File: config.mk
export PLATFORM = sky130hd
export DESIGN_NAME = survivor_traceback_flat
export DESIGN_NICKNAME = d
export VERILOG_FILES = /design/src/rtl/survivor_traceback_if.sv /design/src/rtl/survivor_traceback.sv /design/src/flat_wrapper.sv
export SDC_FILE = /design/constraint.sdc
export NUM_CORES = 1
export LEC_CHECK = 0
export ABC_AREA = 1
export CORE_AREA = 4 4 81 83
export DETAILED_ROUTE_END_ITERATION = 10
export DIE_AREA = 0 0 85 87
export PLACE_DENSITY_LB_ADDON = 0.15
export SLEW_MARGIN = 20
export SYNTH_ARGS = -nofsm -noshare
export SYNTH_HDL_FRONTEND = slang
export SYNTH_SLANG_ARGS = --single-unit
File: constraint.sdc
create_clock -name clk -period 5.7 [get_ports clk]
set_input_delay 0.57 -clock clk [delete_from_list [all_inputs] [get_ports clk]]
set_output_delay 0.57 -clock clk [all_outputs]
set_load 0.1 [all_outputs]
File: src/rtl/survivor_traceback_if.sv
// Decision-vector input and decoded-bit output of the Viterbi traceback unit.
// master = add-compare-select side / bit consumer, slave = traceback unit.
interface survivor_traceback_if #(
  parameter int NUM_STATES = 4
) ();
  localparam int STATE_W = $clog2(NUM_STATES);

  logic                  dec_valid;
  logic                  dec_ready;
  logic [NUM_STATES-1:0] dec_bits;
  logic [STATE_W-1:0]    best_state;
  logic                  flush;
  logic                  out_valid;
  logic                  out_bit;
  logic                  out_last;

  modport master (
    output dec_valid, dec_bits, best_state, flush,
    input  dec_ready, out_valid, out_bit, out_last
  );

  modport slave (
    input  dec_valid, dec_bits, best_state, flush,
    output dec_ready, out_valid, out_bit, out_last
  );
endinterface

File: src/rtl/survivor_traceback.sv
// Viterbi survivor-path traceback: circular decision memory, one backward step
// per clock over a TB_DEPTH window, one decoded bit per window, drain on flush.
module survivor_traceback #(
  parameter int NUM_STATES = 4,
  parameter int TB_DEPTH   = 8
) (
  input  logic clk,
  input  logic rst_n,
  survivor_traceback_if.slave bus
);
  localparam int STATE_W = $clog2(NUM_STATES);
  localparam int PTR_W   = $clog2(TB_DEPTH);
  localparam int CNT_W   = $clog2(TB_DEPTH + 1);

  typedef enum logic [1:0] {FILL, TRACE, OUT} state_t;

  state_t              state_reg,    state_next;
  logic [CNT_W-1:0]    count_reg,    count_next;
  logic [PTR_W-1:0]    wr_ptr_reg,   wr_ptr_next;
  logic [STATE_W-1:0]  tb_start_reg, tb_start_next;
  logic [STATE_W-1:0]  s_reg,        s_next;
  logic [PTR_W-1:0]    ptr_reg,      ptr_next;
  logic [CNT_W-1:0]    steps_reg,    steps_next;
  logic                drain_reg,    drain_next;
  logic                out_bit_reg,  out_bit_next;

  logic [NUM_STATES-1:0] mem [TB_DEPTH];

  logic                  accept;
  logic [CNT_W-1:0]      count_after;
  logic [PTR_W-1:0]      wr_ptr_inc;
  logic [PTR_W-1:0]      newest_ptr;
  logic [PTR_W-1:0]      ptr_dec;
  logic [NUM_STATES-1:0] read_bits;
  logic [STATE_W-1:0]    pred_s;

  assign accept      = (state_reg == FILL) && bus.dec_valid;
  assign count_after = count_reg + CNT_W'(accept);
  assign wr_ptr_inc  = (wr_ptr_reg == PTR_W'(TB_DEPTH - 1)) ? '0 : wr_ptr_reg + PTR_W'(1);
  assign newest_ptr  = (wr_ptr_reg == '0) ? PTR_W'(TB_DEPTH - 1) : wr_ptr_reg - PTR_W'(1);
  assign ptr_dec     = (ptr_reg == '0) ? PTR_W'(TB_DEPTH - 1) : ptr_reg - PTR_W'(1);

  // Predecessor: shift the state left and append this step's decision bit.
  assign read_bits = mem[ptr_reg];
  assign pred_s    = STATE_W'({s_reg, read_bits[s_reg]});

  always_ff @(posedge clk) begin
    if (accept) begin
      mem[wr_ptr_reg] <= bus.dec_bits;
    end
  end

  always_ff @(posedge clk or negedge rst_n) begin
    if (!rst_n) begin
      state_reg    <= FILL;
      count_reg    <= '0;
      wr_ptr_reg   <= '0;
      tb_start_reg <= '0;
      s_reg        <= '0;
      ptr_reg      <= '0;
      steps_reg    <= '0;
      drain_reg    <= 1'b0;
      out_bit_reg  <= 1'b0;
    end else begin
      state_reg    <= state_next;
      count_reg    <= count_next;
      wr_ptr_reg   <= wr_ptr_next;
      tb_start_reg <= tb_start_next;
      s_reg        <= s_next;
      ptr_reg      <= ptr_next;
      steps_reg    <= steps_next;
      drain_reg    <= drain_next;
      out_bit_reg  <= out_bit_next;
    end
  end

  always_comb begin
    state_next    = state_reg;
    count_next    = count_reg;
    wr_ptr_next   = wr_ptr_reg;
    tb_start_next = tb_start_reg;
    s_next        = s_reg;
    ptr_next      = ptr_reg;
    steps_next    = steps_reg;
    drain_next    = drain_reg;
    out_bit_next  = out_bit_reg;

    bus.dec_ready = (state_reg == FILL);
    bus.out_valid = (state_reg == OUT);
    bus.out_bit   = (state_reg == OUT) ? s_reg[STATE_W-1] : out_bit_reg;
    bus.out_last  = (state_reg == OUT) && drain_reg && (count_reg == CNT_W'(1));

    case (state_reg)
      FILL: begin
        if (accept) begin
          wr_ptr_next   = wr_ptr_inc;
          count_next    = count_after;
          tb_start_next = bus.best_state;
        end
        if (accept && (count_after == CNT_W'(TB_DEPTH))) begin
          state_next = TRACE;
          s_next     = bus.best_state;
          ptr_next   = wr_ptr_reg;
          steps_next = CNT_W'(TB_DEPTH - 1);
        end else if (bus.flush && (count_after != '0)) begin
          // A beat on the flush edge is the newest entry and sets the start state.
          drain_next = 1'b1;
          s_next     = accept ? bus.best_state : tb_start_reg;
          ptr_next   = accept ? wr_ptr_reg : newest_ptr;
          steps_next = count_after - CNT_W'(1);
          state_next = (count_after == CNT_W'(1)) ? OUT : TRACE;
        end
      end
      TRACE: begin
        s_next     = pred_s;
        ptr_next   = ptr_dec;
        steps_next = steps_reg - CNT_W'(1);
        if (steps_reg == CNT_W'(1)) begin
          state_next = OUT;
        end
      end
      OUT: begin
        out_bit_next = s_reg[STATE_W-1];
        count_next   = count_reg - CNT_W'(1);
        if (drain_reg && (count_reg > CNT_W'(1))) begin
          s_next     = tb_start_reg;
          ptr_next   = newest_ptr;
          steps_next = count_reg - CNT_W'(2);
          state_next = (count_reg == CNT_W'(2)) ? OUT : TRACE;
        end else begin
          drain_next = 1'b0;
          state_next = FILL;
        end
      end
      default: begin
        state_next = FILL;
      end
    endcase
  end
endmodule
File: src/flat_wrapper.sv
// flat-port wrapper written by rule: the top's interface ports become plain ports
module survivor_traceback_flat 
#(
  parameter int NUM_STATES = 4,
  parameter int TB_DEPTH   = 8
)
  (clk, rst_n, bus_dec_valid, bus_dec_bits, bus_best_state, bus_flush, bus_dec_ready, bus_out_valid, bus_out_bit, bus_out_last);
  survivor_traceback_if #(.NUM_STATES(NUM_STATES)) bus_i ();
  input  logic clk;
  input  logic rst_n;
  input wire logic [$bits(bus_i.dec_valid)-1:0] bus_dec_valid;
  input wire logic [$bits(bus_i.dec_bits)-1:0] bus_dec_bits;
  input wire logic [$bits(bus_i.best_state)-1:0] bus_best_state;
  input wire logic [$bits(bus_i.flush)-1:0] bus_flush;
  output wire logic [$bits(bus_i.dec_ready)-1:0] bus_dec_ready;
  output wire logic [$bits(bus_i.out_valid)-1:0] bus_out_valid;
  output wire logic [$bits(bus_i.out_bit)-1:0] bus_out_bit;
  output wire logic [$bits(bus_i.out_last)-1:0] bus_out_last;
  assign bus_i.dec_valid = bus_dec_valid;
  assign bus_i.dec_bits = bus_dec_bits;
  assign bus_i.best_state = bus_best_state;
  assign bus_i.flush = bus_flush;
  assign bus_dec_ready = bus_i.dec_ready;
  assign bus_out_valid = bus_i.out_valid;
  assign bus_out_bit = bus_i.out_bit;
  assign bus_out_last = bus_i.out_last;
  survivor_traceback #(.NUM_STATES(NUM_STATES), .TB_DEPTH(TB_DEPTH)) u_core (.clk(clk), .rst_n(rst_n), .bus(bus_i));
endmodule
==> results.txt, run 1 <==
Status -> finished clean
CTS Sinks -> 54
Setup TNS -> 0 ns
Commonest non-fill, non-tap cells in the layout -> 85 x nand2_1, 38 x nand3_1, 32 x edfxtp_1, 26 x inv_1
Worst hold slack -> 0.215 ns
Final nets -> 376
Power per cell area -> 598 nW/um^2
Largest family of logic cells by synthesized area -> simple AND/OR/NAND/NOR gates
Multi-input logic area -> 1420 sq um
Clk Latency, worst-skew pair -> 0.31 ns
Max reg flops -> 32
Layout cells sized above 1 -> 0.101
# DRC -> 0
Tmin final -> 3.80 ns
Reg2Reg Depth -> 16
RSZ-0062 raised after global routing -> no
Clock skew -> 0.0154 ns
Simple-gate share of the synthesized area -> 0.230
Setup slack after layout -> 1.90 ns
Die Wd -> 85 microns
Complex-gate fraction of the synthesized area -> 0.111
Initial drt markers -> 100
Root buf cell -> clkbuf_8
Die ar. -> 7400 sq um
P_leak -> 1.40 nW
CTS H-tree lvls -> 2
Commonest non-fill, non-tap cell in the layout -> nand2_1
Crit end category -> output port
Post-synth top flop -> edfxtp_1
DRT Pass-1 Iters -> 4
Synth unique cells -> 37
Tcrit/Tclk final -> 0.667
Routed WL -> 6.33 mm
Average cell area after synthesis -> 9.35 sq um
Post-synth EDFFs -> 32
Ys async rst share -> 0.407
First-pass GRT wire length -> 10.8 mm
DP Wirelength -> 4.77 mm
Via count -> 2262
Max VDD drop -> 262 uV
# rows -> 28
Maximum root-to-sink buffer count -> 2
Syn_nets -> 368
Hold_buf cts -> 0
Residual overflow from global routing -> 0
Post-Syn Area -> 3140 sq um
Worst slew margin relative to its limit -> 0.353
Post-Synth Adder-Cell Area -> 0.0876
Worst-path fanout max -> 18
Mux contribution to synthesized area -> 0
Gpl congestion -> 0.767
Seq cells post-synth -> 54
Register area share after synthesis -> 0.481
Post-Syn Instances -> 336
Average wire per standard cell -> 15.1 microns
# port buffers -> 13
Post-CTS Setup Repair Bufs -> 0
TritonCTS buffer count -> 5
# resized after CTS -> 0
Setup Crit Path Kind -> reg2out
Yosys warning count -> 0
Max-Cap Viols -> 0
Initial antenna violation count -> 0
Worst slack, placed -> 2.24 ns
I/O Pins -> 14
Initial Util -> 0.537
Core area -> 5850 sq um
Fillers -> 523
Die Height -> 87 microns
WP data required -> 5.13 ns
Setup-failing EPs final -> 0
Achievable frequency -> 263 MHz
Slew @ Worst Pin -> 0.968 ns
Antenna Violating Nets Remaining -> 0
Synth Area in XOR/XNOR -> 0.0227
Max-slew violation count -> 0
CTS tree -> built
Kind of start point of the critical path -> flop
Clk pin slew, worst setup/hold paths -> 0.11 ns
CP Data Arrival Time -> 3.23 ns
Largest net degree at the start of global routing -> 23
Register area -> 1510 sq um
Gr usage total -> 0.186
Via/cell ratio -> 5.39
Final hold viol count -> 0
Worst hold path class -> in2async
N_diodes -> 0
Area growth, synth to finish -> 7.17%
Vias in the first global route -> 2190
-- cell families after synthesis --
logic type	after synthesis
and+or+nand+nor	155
AOI/OAI and AO/OA	55
DFF	54
buffers and inverters	44
adders and majority gates	22
xor gates and xnor gates	6
-- layout make-up --
type                       instances  share of cell area
clock buffer                       5              0.0204
clock inverter                     3             0.00780
inverter                          32              0.0364
multi-input combinational        238               0.421
sequential                        54               0.449
tap                               75              0.0279
timing repair buffer              13              0.0372
-- synth_stat cells (all sizes together) (2+ instances only) --
cell type,instances,share of area
a21oi,10,0.016
buf,9,0.025
clkbuf,3,0.0036
clkinv,2,0.0024
dfrtp,22,0.18
edfxtp,32,0.31
ha,22,0.088
inv,30,0.037
nand2,90,0.12
nand3,42,0.078
nor2,19,0.027
o211ai,7,0.018
o21ai,28,0.053
o221ai,2,0.0056
o22ai,4,0.0080
o31ai,2,0.0048
or2,2,0.0040
xnor2,4,0.011
xor2,2,0.012
-- worst paths after layout --
path                                   startpoint                     end  slack [ns]
setup / recovery              u_core.state_reg[0]             bus_out_bit        1.90
hold / removal                              rst_n     u_core.steps_reg[3]        0.21
setup reg to reg              u_core.state_reg[0]     u_core.steps_reg[1]        2.51
hold reg to reg            u_core.tb_start_reg[0]  u_core.tb_start_reg[0]        0.53
max in group asynchronous                   rst_n     u_core.state_reg[1]        5.12
min in group clk           u_core.tb_start_reg[0]  u_core.tb_start_reg[0]        0.53
-- metrics by stage --
stage               cell area (sq um)  cells  total power, mW   util
finish                           3370    420             2.01  0.575
global route                     3370    420             2.20  0.575
CTS                              3370    420             2.03  0.576
detailed placement               3280    412             1.79  0.560
global placement                 3280    412             1.78  0.560
floorplan                        3140    336             1.59      -
-- critical path: stages, from the launching register on --
cell	delay [ns]
dfrtp_1	0.41
inv_1	0.10
ha_1	0.54
clkinv_1	0.40
o21ai_0	0.31
clkdlybuf4s50_1	1.18
-- per-layer routing --
layer,up-vias,global-route usage,part of all wire,wire length (microns)
met3,4,0.0237,0.027,168
met4,0,0.0432,0.0058,37
met1,1072,0.241,0.45,2850
li1,1151,-,-,-
met2,35,0.331,0.52,3270
met5,-,0,0,0
-- report_power, final --
| group | internal [mW] | switching [mW] | total [mW] |
|---|---|---|---|
| sequential | 0.518 | 0.109 | 0.627 |
| combinational | 0.400 | 0.757 | 1.16 |
| clock | 0.0908 | 0.138 | 0.229 |
Power figures use the tool's default switching activity.
==> run 2: changes to the inputs <==
==> constraint.sdc (replaced) <==
create_clock -name clk -period 3.7 [get_ports clk]
set_input_delay 0.37 -clock clk [delete_from_list [all_inputs] [get_ports clk]]
set_output_delay 0.37 -clock clk [all_outputs]
set_load 0.1 [all_outputs]
==> results.txt, run 2 (synthesized netlist as in run 1, its figures left out) <==
N_diodes -> 0
Post-CTS Setup Repair Bufs -> 0
Root buf cell -> clkbuf_8
Power share of the combinational group -> 0.581
Max-slew violation count -> 0
M1 WL -> 3.20 mm
CTS H-tree lvls -> 2
Largest net degree at the start of global routing -> 23
Post-Layout Inst Area -> 3350 sq um
Commonest non-fill, non-tap cell in the layout -> nand2_1
DP Wirelength -> 4.82 mm
TritonCTS buffer count -> 5
RSZ-0062 raised after global routing -> no
Status -> finished clean
Antenna Violating Nets Remaining -> 0
Maximum root-to-sink buffer count -> 2
Met2 wire length -> 2.86 mm
# port buffers -> 13
Tmin final -> 3.10 ns
WP data required -> 3.95 ns
Setup Crit Path Kind -> reg2reg
Final hold viol count -> 0
Clock skew -> 0.0113 ns
Final nets -> 376
DRT Pass-1 Iters -> 7
Via count -> 2312
Max-Cap Viols -> 0
Switching Fraction -> 0.501
Via/cell ratio -> 5.50
# rows -> 28
Layout cells sized above 1 -> 0.107
# resized after CTS -> 0
Area growth, synth to finish -> 6.65%
Worst hold slack -> 0.0174 ns
Achievable frequency -> 323 MHz
Post-layout util -> 0.573
Core area -> 5850 sq um
First-pass GRT wire length -> 10.8 mm
Initial Util -> 0.537
I/O Pins -> 14
CTS tree -> built
Inst Count DP -> 412
Worst hold path class -> in2async
Slew @ Worst Pin -> 0.976 ns
Kind of start point of the critical path -> flop
Max reg flops -> 32
Met3 wire length -> 334 microns
Gpl congestion -> 0.873
Die ar. -> 7400 sq um
Setup-failing EPs final -> 0
Die Height -> 87 microns
Crit end category -> flop
Int Power -> 1.54 mW
Average wire per standard cell -> 15.4 microns
Clk pin slew, worst setup/hold paths -> 0.10 ns
Clock share of power -> 0.105
CTS Sinks -> 54
Power per cell area -> 923 nW/um^2
Worst slew margin relative to its limit -> 0.347
Max VDD drop -> 434 uV
Gr usage total -> 0.189
Reg power frac -> 0.314
CP Data Arrival Time -> 3.35 ns
# DRC -> 0
Power Total -> 3.09 mW
P_leak -> 1.40 nW
Highest routed layer -> met4
Residual overflow from global routing -> 0
Hold_buf cts -> 0
Sw Pwr -> 1.55 mW
Finished Layout Cells -> 420
Vias in the first global route -> 2177
Initial antenna violation count -> 0
Die Wd -> 85 microns
Clk Latency, worst-skew pair -> 0.31 ns
Commonest non-fill, non-tap cells in the layout -> 85 x nand2_1, 38 x nand3_1, 32 x edfxtp_1, 26 x inv_1
Placed Instance Area -> 3270 sq um
Initial drt markers -> 145
Tcrit/Tclk final -> 0.838
Setup TNS -> 0 ns
Routed WL -> 6.46 mm
Worst-path fanout max -> 12
Worst slack, placed -> 0.639 ns
Setup slack after layout -> 0.600 ns
-- run 2: cell types whose count changed in the layout (fill, tap and decap cells not counted), sizes merged --
cell / before / now
inv: 32 / 31
clkinvlp: 0 / 1
clkbuf: 5 / 6
clkinv: 3 / 2
clkdlybuf4s50: 12 / 9
buf: 1 / 4
-- run 2: layout make-up --
cell class,instances,area [sq um]
fill,538,2500
sequential,54,1510
multi-input combinational,238,1420
inverter,32,123
timing repair buffer,13,118
tap,75,93.8
clock buffer,6,72.6
clock inverter,2,13.8
-- run 2: worst paths after layout --
kind	from	end	slack, ns	cells past startpoint
setup reg to reg	u_core.state_reg[0]	u_core.s_reg[1]	0.60	16
max in group asynchronous	rst_n	u_core.out_bit_reg	3.33	1
min in group clk	u_core.out_bit_reg	u_core.out_bit_reg	0.53	2
setup / recovery	u_core.state_reg[0]	u_core.s_reg[1]	0.60	16
hold / removal	rst_n	u_core.count_reg[0]	0.02	1
hold reg to reg	u_core.out_bit_reg	u_core.out_bit_reg	0.53	2
-- run 2: power by group through the flow --
| stage | Sequential, mW | Clock (mW) | Combinational, mW |
|---|---|---|---|
| detailed placement | 0.982 | 0 | 1.79 |
| global route | 0.994 | 0.363 | 2.03 |
| floorplan | 0.885 | 0 | 1.57 |
| global placement | 0.973 | 0 | 1.77 |
| CTS | 0.969 | 0.338 | 1.80 |
| finish | 0.971 | 0.324 | 1.80 |
-- run 2: per-layer routing --
metal  global-route usage  vias up
met3               0.0445        7
met5                    0        -
met4               0.0489        0
li1                     -     1156
met1                0.279     1090
met2                0.279       59
-- run 2: worst max-delay path, cell delays in order, from the launching register on --
cell      delay, ns
dfrtp_1        0.41
inv_1          0.10
ha_1           0.37
nand2_2        0.20
inv_2          0.22
ha_1           0.25
ha_1           0.26
inv_1          0.11
ha_1           0.22
inv_1          0.08
nor2_4         0.15
nand3_4        0.11
nand3_4        0.11
nand2_4        0.08
inv_4          0.16
o211ai_1       0.14
o21ai_2        0.08
==> run 3: changes to the inputs <==
==> constraint.sdc (replaced) <==
create_clock -name clk -period 3.15 [get_ports clk]
set_input_delay 0.315 -clock clk [delete_from_list [all_inputs] [get_ports clk]]
set_output_delay 0.315 -clock clk [all_outputs]
set_load 0.1 [all_outputs]
==> results.txt, run 3 (synthesized netlist as in run 1, its figures left out) <==
Status -> finished, violations left
Failing checks -> hold timing
# resized after CTS -> 0
Tmin final -> 2.81 ns
Area growth, synth to finish -> 8.76%
# rows -> 28
Vias in the first global route -> 2251
Slew @ Worst Pin -> 0.535 ns
Setup Crit Path Kind -> reg2reg
Max reg flops -> 32
WP data required -> 3.40 ns
Hold_buf cts -> 0
Max-Cap Viols -> 0
Clk Latency, worst-skew pair -> 0.31 ns
Max VDD drop -> 448 uV
DP Wirelength -> 4.86 mm
Post-layout util -> 0.584
Max-slew violation count -> 0
First-pass GRT wire length -> 11.0 mm
Final hold viol count -> 22
Setup-failing EPs final -> 0
CP Data Arrival Time -> 3.06 ns
I/O Pins -> 14
DRT Pass-1 Iters -> 4
Clk pin slew, worst setup/hold paths -> 0.10 ns
Worst hold slack -> -0.0461 ns
Fillers -> 506
Setup TNS -> 0 ns
Critical path's top delay family -> adder cells
Gr usage total -> 0.189
Die ar. -> 7400 sq um
Initial drt markers -> 113
Tcrit/Tclk final -> 0.892
Critical Path, Cell by Cell -> inv_1 > ha_2 > nand2_2 > inv_2 > ha_1 > ha_1 > inv_1 > ha_1 > inv_1 > nor2_4 > nand3_4 > nand3_4 > nand2_4 > inv_4 > o211ai_1 > o21ai_2
N_diodes -> 0
WP buf/inv -> 5
CTS tree -> built
# DRC -> 0
RSZ-0062 raised after global routing -> no
P_leak -> 1.43 nW
Int Power -> 1.93 mW
Switching Fraction -> 0.487
Via count -> 2331
Worst-path fanout max -> 12
Gpl congestion -> 0.831
Crit end category -> flop
Commonest non-fill, non-tap cells in the layout -> 85 x nand2_1, 38 x nand3_1, 32 x edfxtp_1, 26 x inv_1, 22 x dfrtp_1
Post-CTS Setup Repair Bufs -> 0
Residual overflow from global routing -> 0
Average wire per standard cell -> 15.3 microns
Initial antenna violation count -> 0
Worst hold path class -> in2async
Reg power frac -> 0.294
CP max stage cell -> dfrtp_1
Routed WL -> 6.48 mm
Core area -> 5850 sq um
Power per cell area -> 1100 nW/um^2
Sw Pwr -> 1.84 mW
Multi-input logic area -> 1430 sq um
Register area -> 1510 sq um
Die Wd -> 85 microns
Largest net degree at the start of global routing -> 23
Maximum root-to-sink buffer count -> 2
Biggest cell delay along the critical path -> 0.41 ns
Final nets -> 379
Kind of start point of the critical path -> flop
Power share of the combinational group -> 0.581
Via/cell ratio -> 5.51
Clock skew -> 0.0115 ns
Commonest non-fill, non-tap cell in the layout -> nand2_1
Worst slew margin relative to its limit -> 0.641
CTS H-tree lvls -> 2
Antenna Violating Nets Remaining -> 0
Layout cells sized above 1 -> 0.126
Root buf cell -> clkbuf_8
CTS Sinks -> 54
Achievable frequency -> 356 MHz
Initial Util -> 0.537
Die Height -> 87 microns
Clock share of power -> 0.125
# port buffers -> 13
TritonCTS buffer count -> 5
## run 3: final cells by class
| class | instances | share of cell area |
|---|---|---|
| clock buffers | 5 | 0.0201 |
| inverters | 32 | 0.0359 |
| repair buffers | 16 | 0.0439 |
| flip-flops and latches | 54 | 0.442 |
| multi-input cells | 238 | 0.418 |
| clock inverters | 3 | 0.0124 |
| well taps | 75 | 0.0275 |
## run 3: per-layer routing
metal  wire, microns  vias to the layer above  track usage
met3             364                        5       0.0322
met5               0                        -            0
met2            3150                       50        0.308
met4              55                        0       0.0388
li1                -                     1165            -
met1            2910                     1111        0.269
## run 3: final timing paths
kind	end	from	cells after the start	slack [ns]
max in group asynchronous	u_core.wr_ptr_reg[0]	rst_n	1	2.84
min in group clk	u_core.out_bit_reg	u_core.out_bit_reg	2	0.54
setup / recovery	u_core.steps_reg[1]	u_core.state_reg[0]	16	0.34
hold reg to reg	u_core.out_bit_reg	u_core.out_bit_reg	2	0.54
setup reg to reg	u_core.steps_reg[1]	u_core.state_reg[0]	16	0.34
hold / removal	u_core.count_reg[0]	rst_n	1	-0.05
## run 3: power by group through the flow
stage	Clock [mW]	Combinational (mW)	Sequential (mW)
final	0.470	2.19	1.11
after CTS	0.478	2.20	1.11
after floorplan	0	1.85	1.04
after global placement	0	2.16	1.11
after detailed placement	0	2.19	1.12
after global routing	0.509	2.45	1.13
## run 3: per-stage QoR
stage	std cells	power, mW	instance area, sq um	hold slack (ns)	setup WS [ns]
3_3_place_gp	415	3.27	3310	0.498	0.464
5_1_grt	423	4.09	3420	0.00923	0.0687
6_report	423	3.77	3420	-0.0461	0.341
3_5_place_dp	415	3.31	3310	0.519	0.345
4_1_cts	423	3.78	3420	0.542	0.336
2_1_floorplan	336	2.89	3150	0.0194	0.0697
